`config.mk`:
```
export PLATFORM = sky130hd
export DESIGN_NAME = m_if_stage
export DESIGN_NICKNAME = d
export VERILOG_FILES = /design/src/rtl/m_if_stage.sv
export SDC_FILE = /design/constraint.sdc
export NUM_CORES = 1
export LEC_CHECK = 0
export ABC_AREA = 1
export ABC_CLOCK_PERIOD_IN_PS = 2950
export BUFFER_PORTS_ARGS = -buffer_cell sky130_fd_sc_hd__buf_4
export CAP_MARGIN = 20
export CORE_MARGIN = 5
export CORE_UTILIZATION = 55
export CTS_CLUSTER_DIAMETER = 120
export DETAILED_ROUTE_END_ITERATION = 16
export PLACE_DENSITY = 0.8
export SYNTH_ARGS = -nofsm -noshare
export SYNTH_HDL_FRONTEND = slang
export SYNTH_SLANG_ARGS = --single-unit
```
`constraint.sdc`:
```
create_clock -name w_clk -period 2.95 [get_ports w_clk]
set_input_delay 0.59 -clock w_clk [delete_from_list [all_inputs] [get_ports w_clk]]
set_output_delay 0.59 -clock w_clk [all_outputs]
set_load 0.01 [all_outputs]
```
`src/rtl/m_if_stage.sv`:
```
// m_if_stage: PC owner, sequential imem fetch, DEPTH-entry {pc, ir} queue; IF_BYPASS_EN forwards a response straight to the consumer when the queue is empty.
module m_if_stage #(
    parameter int          DEPTH    = 2,
    parameter logic [31:0] RESET_PC = 32'h0000_0000
) (
    input  logic        w_clk,
    input  logic        w_rst,
    input  logic        w_redir,
    input  logic [31:0] w_redir_pc,
    output logic        w_imem_req,
    output logic [31:0] w_imem_addr,
    input  logic [31:0] w_imem_data,
    output logic        w_valid,
    input  logic        w_ready,
    output logic [31:0] w_ir,
    output logic [31:0] w_pc
);
    localparam int PW = $clog2(DEPTH);
    typedef struct packed {
        logic [31:0] pc;
        logic [31:0] ir;
    } ent_t;
    logic [31:0] pc_q, pc_d, inflight_pc_q, inflight_pc_d;
    logic inflight_q, inflight_d;
    logic [PW-1:0] rd_ptr_q, rd_ptr_d, wr_ptr_q, wr_ptr_d;
    logic [PW:0] count_q, count_d;
    ent_t mem_q [DEPTH];
    ent_t mem_d [DEPTH];
    ent_t head;
    logic q_valid, resp, byp, push, pop;
    always_comb begin
        q_valid = count_q != '0;
        resp = inflight_q & ~w_redir;
`ifdef IF_BYPASS_EN
        byp = resp & ~q_valid;
`else
        byp = 1'b0;
`endif
        // registered count only: a same-cycle pop frees its slot next cycle
        w_imem_req = ~w_rst & ~w_redir &
                     (({1'b0, count_q} + {{(PW+1){1'b0}}, inflight_q}) < (PW+2)'(DEPTH));
        w_imem_addr = pc_q;
        head = mem_q[rd_ptr_q];
        w_valid = q_valid | byp;
        w_ir = q_valid ? head.ir : byp ? w_imem_data : 32'h0000_0013;
        w_pc = q_valid ? head.pc : byp ? inflight_pc_q : 32'h0;
        pop = q_valid & w_ready;
        push = resp & ~(byp & w_ready);
        mem_d = mem_q;
        if (push) mem_d[wr_ptr_q] = '{pc: inflight_pc_q, ir: w_imem_data};
        rd_ptr_d = w_redir ? '0 : rd_ptr_q + PW'(pop);
        wr_ptr_d = w_redir ? '0 : wr_ptr_q + PW'(push);
        count_d = w_redir ? '0 : count_q + (PW+1)'(push) - (PW+1)'(pop);
        pc_d = w_redir ? (w_redir_pc & ~32'h3) : w_imem_req ? pc_q + 32'd4 : pc_q;
        inflight_d = w_imem_req;
        inflight_pc_d = w_imem_req ? pc_q : inflight_pc_q;
    end
    always_ff @(posedge w_clk) begin
        if (w_rst) begin
            pc_q <= RESET_PC;
            inflight_q <= 1'b0;
            inflight_pc_q <= '0;
            rd_ptr_q <= '0;
            wr_ptr_q <= '0;
            count_q <= '0;
        end else begin
            pc_q <= pc_d;
            inflight_q <= inflight_d;
            inflight_pc_q <= inflight_pc_d;
            rd_ptr_q <= rd_ptr_d;
            wr_ptr_q <= wr_ptr_d;
            count_q <= count_d;
        end
        mem_q <= mem_d;
    end
endmodule

```
==> results of run 1 <==
## layout by cell type (no fill, tap or decap), drive strengths merged, types with 20 or more instances in the layout
| master | n |
|---|---|
| inv | 64 |
| a21oi | 82 |
| clkbuf | 20 |
| o21ai | 30 |
| dfxtp | 65 |
| edfxtp | 124 |
| buf | 171 |
| nand3 | 42 |
| nor2 | 108 |
| nand2 | 258 |
## metrics by stage
| step | worst slack, ns | total power, mW |
|---|---|---|
| finish | 0.503 | 5.64 |
| global route | 0.408 | 5.85 |
| CTS | 0.464 | 5.67 |
| detailed placement | 0.816 | 3.46 |
| global placement | 0.821 | 3.44 |
| floorplan | 0.247 | 3.25 |
## state kept, by name, indices dropped and copies added, names as in the netlist
signal	count
count_q	2
inflight_pc_q	30
inflight_q	1
mem_q	124
rd_ptr_q	1
w_imem_addr	30
wr_ptr_q	1
## how the worst max path moves through the flow
stage / to / cells past startpoint / slack, ns
floorplan: mem_q[0] / 4 / 0.25
global route: w_pc[19] / 4 / 0.41
finish: w_ir[12] / 4 / 0.50
CTS: w_pc[19] / 4 / 0.46
global placement: w_imem_addr[31] / 11 / 0.82
detailed placement: w_imem_addr[31] / 11 / 0.82
## routing by layer
layer	GRT usage	up-vias	share of wire
li1	-	3166	-
met1	0.296	2967	0.42
met2	0.370	230	0.49
met3	0.0438	27	0.079
met4	0.0744	0	0.016
met5	0	-	0
## kinds of logic (layout without fill, tap and decap cells)
family / count (synthesis) / in the layout
fa+ha+maj: 5 / 5
compound gates: 126 / 126
other cells: 1 / 4
xor+xnor: 3 / 3
simple gates: 435 / 435
flops: 189 / 189
buf+inv: 109 / 267
## cell type report
cell class / instances / share of cell area
well taps: 184 / 0.0231
flip-flops and latches: 189 / 0.504
clock buffers: 20 / 0.0479
inverters: 64 / 0.0241
multi-input cells: 573 / 0.260
clock inverters: 12 / 0.0109
repair buffers: 171 / 0.130
## report_power, final
group,internal [mW],switching (mW),total (mW),leakage [nW]
logic,0.189,0.247,0.437,2.10
clock network,1.26,0.967,2.23,0.278
registers,2.90,0.0686,2.97,1.70
==> impl_metrics.toml, run 1 <==
[outcome]
status = "completed"

[yosys]
synthSimpleGateAreaFrac = 0.226
syn-instance-count = 868
synth.yosys.warnings = 0
yosysMostFrequentCell = "nand2_1"
synth_top_cells_by_count = "nand2_1 (256), edfxtp_1 (124), nor2_1 (97), a21oi_1 (82), dfxtp_1 (65)"
synth-seq-area-share = 0.623
synth-compound-area-share = 0.0819
postSynthAreaPerCell_um2 = 9.29
yosys-top-cells-area = "edfxtp_1 (46%), dfxtp_1 (16%), nand2_1 (12%), a21oi_1 (5.1%), nor2_1 (4.5%)"
netlist.area_leader.share = 0.462
ys_async_sr_fraction = 0
synth_xor_area_frac = 0.00326
synthMuxAreaShare = 0
ys_types = 32
synth_top_family_by_area = "simple AND/OR/NAND/NOR gates"
yosys.area.top_type = "edfxtp_1"
synthAdderAreaFrac = 0.00776
ys_ff_latch = 189
synth_edf_count = 124
synthFlopType = "edfxtp_1"
syn_area_um2 = 8070

[cells_and_area]
layout-drive-gt1-share = 0.222
fin_area_um2 = 9980
postLayoutCoreUtil = 0.689
final_nets = 1089
antenna_cells = 0
multiInputGateArea_um2 = 2600
regArea_um2 = 5030
fill_cells = 1148
instances_no_fill = 1213
area.growth.synth_to_final_pct = 23.7

[setup_path]
worst-path-buf-inv = 2
worstSetupEndpointType = "output port"
cp_slowest_cell = "buf_4"
rrSetupSlack_ns = 1.13
critPathKind = "reg -> out"
cp-start-kind = "flop"
r2r_end = "count_q[1]"
crit_required_ns = 2.36
slowest_delay_ns = 0.53
r2r_start = "count_q[1]"
rr_worst_depth = 9
crit_family = "buffers and inverters"
cp_max_fo = 62
path_common_cell = "buf_4"
worstPathArrival_ns = 1.86
crit_start = "rd_ptr_q"
cp_cell_sequence = "buf_4 > nand2_1 > a21oi_1 > buf_4"

[place]
dp.cells = 1181
port_buffers = 159
post-dp-hpwl_mm = 12.6
globalplace.congestion = 0.865
post_dp_cell_area_um2 = 9390

[cts]
postCtsHoldBufs = 0
cts.repair.resized = 0
insertion_delay_ns = 0.42
root_buffer = "clkbuf_16"
cts.clk_slew.worst_paths_ns = 0.07
cts.htree.levels = 4
cts_tree = "yes"
cts_setup_buffers = 0
clockBufferDepth = 2
cts_sinks = 189
numCtsBuffers = 17

[routing]
via_per_inst = 5.27
drt_first_pass_iters = 4
drc = 0
antenna_left = 0
num_vias = 6390
first_iter_violations = 396
wl_per_cell_um = 15.6
routed_wl_mm = 18.9

[power_and_ir_drop]
ir_drop_v = 0.000393
p_per_area_nw_per_um2 = 565
p_leak_nw = 4.07

[global_routing]
antenna_found_initial = 0
grt_overflow = 0
grt_start_max_net_pins = 63
grt_pass1_vias = 6071
grtUsageTotal = 0.223
grt_first_pass_wirelength_mm = 29.9

[floorplanning]
pin_count = 166
die_h_um = 131
core_um2 = 14500
rows = 44
initial_utilization = 0.557
die-width_um = 131
floorplan.die_area_um2 = 17200

[timing]
finalHoldViolCount = 0
min_period_ns = 2.45
post-route-period-util = 0.829
finClkSkew_ns = 0.00591
max_freq_ghz = 0.409
whs_ns = 0.352
relSlewSlack = 0.561
final.setup.tns_ns = 0
rsz0062_at_grt = "no"
slew_violations = 0
max_slew.worst_pin.slew_ns = 0.658
setup_viol = 0

[worst_hold_path]
hold_path_depth = 1
hold_end = "mem_q[91]"
min_from = "w_imem_data[27]"
hold_class = "in -> reg"

[run]
max_cap_violations = 0
Power figures use the tool's default switching activity.
==> run 2: changes to the inputs <==
ABC_CLOCK_PERIOD_IN_PS = 2500   (was 2950)
clock period = 2.5 ns   (was 2.95 ns; I/O delays follow)
==> run 2 against run 1 <==
Cell area up 1.3%. Critical path depth up 1. Global-route usage up 0.28 points. Clock-buffer cell count down 3. Worst setup slack worse by 0.32 ns. Total power up 20%. First-iteration DRC count up 4.5%. Flip-flop and latch count unchanged. Via count down 0.23%. Sequential power up 18%. Clock power up 24%. Clock skew about the same. Critical path type unchanged.
==> impl_metrics.toml, run 2 (synthesis results as in run 1) <==
[global_routing]
grt_overflow = 0
grt_start_max_net_pins = 60
grt_first_pass_wirelength_mm = 29.9
antenna_found_initial = 0
grtUsageTotal = 0.226
grt_pass1_vias = 6061

[place]
globalplace.congestion = 0.868
post_dp_cell_area_um2 = 9490
post-dp-hpwl_mm = 13.0
port_buffers = 159

[cts]
cts.clk_slew.worst_paths_ns = 0.07
insertion_delay_ns = 0.43
root_buffer = "clkbuf_16"
cts_setup_buffers = 0
cts_sinks = 189
clockBufferDepth = 2
numCtsBuffers = 17
postCtsHoldBufs = 0
cts_tree = "yes"
cts.htree.levels = 4

[cells_and_area]
antenna_cells = 0
postLayoutCoreUtil = 0.698
final_nets = 1094
fill_cells = 1123
fin_area_um2 = 10100
largest_reg_flops = 124
top_register = "mem_q"
layout-drive-gt1-share = 0.224
area.growth.synth_to_final_pct = 25.3
multiInputGateArea_um2 = 2600
final_cell_mix = "nand2_1 (256), buf_4 (170), edfxtp_1 (124)"
regArea_um2 = 5030
final_common_cell = "nand2_1"

[power_and_ir_drop]
p_sw_frac = 0.227
pwr-share-seq = 0.516
p_per_area_nw_per_um2 = 672
ir_drop_v = 0.000509
p_leak_nw = 4.13
combPwrFrac = 0.077
power_mw = 6.79
power.internal_mw = 5.25
clockPowerShare = 0.407
p_sw_mw = 1.54

[routing]
first_iter_violations = 414
antenna_left = 0
wl_per_cell_um = 15.4
via_per_inst = 5.23
drc = 0
drt_first_pass_iters = 4
num_vias = 6375
routed_wl_mm = 18.8

[floorplanning]
die-width_um = 131
rows = 44
pin_count = 166
floorplan.die_area_um2 = 17200
initial_utilization = 0.557
core_um2 = 14500
die_h_um = 131

[worst_hold_path]
hold_end = "mem_q[25]"
min_from = "w_imem_data[25]"
hold_class = "in -> reg"
hold_path_depth = 1

[run]
max_cap_violations = 0

[timing]
finClkSkew_ns = 0.00619
min_period_ns = 2.32
post-route-period-util = 0.928
setup_viol = 0
max_freq_ghz = 0.431
slew_violations = 0
whs_ns = 0.251
rsz0062_at_grt = "no"
final.setup.tns_ns = 0
finalHoldViolCount = 0

[setup_path]
worstPathArrival_ns = 1.82
worstSetupEndpointType = "output port"
r2r_end = "w_imem_addr[28]"
cp-start-kind = "flop"
rr_worst_depth = 10
crit_required_ns = 2.00
r2r_start = "w_imem_addr[2]"
critPathKind = "reg -> out"
cp_max_fo = 42
rrSetupSlack_ns = 0.73

[outcome]
status = "completed"
==> run 2: how the worst max path moves through the flow <==
stage	from	to	slack [ns]	cells after the start
floorplan	w_redir	mem_q[0]	-0.11	4
finish	rd_ptr_q	w_pc[12]	0.18	5
global placement	w_redir	mem_q[3]	0.50	6
CTS	rd_ptr_q	w_ir[19]	0.03	4
detailed placement	w_redir	mem_q[3]	0.48	6
global route	rd_ptr_q	w_ir[18]	0.08	4
==> run 2: layer usage <==
layer,vias up,track usage,part of all wire
met2,210,0.380,0.49
met1,2946,0.294,0.42
li1,3187,-,-
met4,0,0.0647,0.020
met5,-,0,0
met3,32,0.0539,0.071
==> run 2: power by group through the flow <==
stage / Clock (mW) / Sequential (mW) / Combinational, mW
after floorplan: 0 / 3.57 / 0.272
after CTS: 2.80 / 3.51 / 0.527
after global routing: 2.96 / 3.52 / 0.582
final: 2.76 / 3.51 / 0.523
after global placement: 0 / 3.57 / 0.505
after detailed placement: 0 / 3.58 / 0.521
==> run 2: through the flow <==
stage          cells  worst slack, ns
6_report        1218            0.180
5_1_grt         1218           0.0837
4_1_cts         1218           0.0345
3_5_place_dp    1186            0.476
3_3_place_gp    1186            0.499
2_1_floorplan    871           -0.113
==> run 2: layout make-up <==
type | instances | share of cell area
multi-input combinational | 573 | 0.257
timing repair buffer | 176 | 0.138
clock buffer | 17 | 0.0421
sequential | 189 | 0.498
inverter | 64 | 0.0238
tap | 184 | 0.0228
clock inverter | 15 | 0.0182
==> run 2: worst max-delay path, stage by stage (launching register included) <==
cell	delay (ns)
dfxtp_4	0.43
inv_2	0.24
buf_12	0.25
nand2_1	0.08
a21oi_1	0.20
buf_4	0.16
==> run 2: what timing repair did <==
item	in CTS	in global routing
setup endpoints to repair	0	13
hold endpoints to repair	0	0
gates resized for setup	0	1
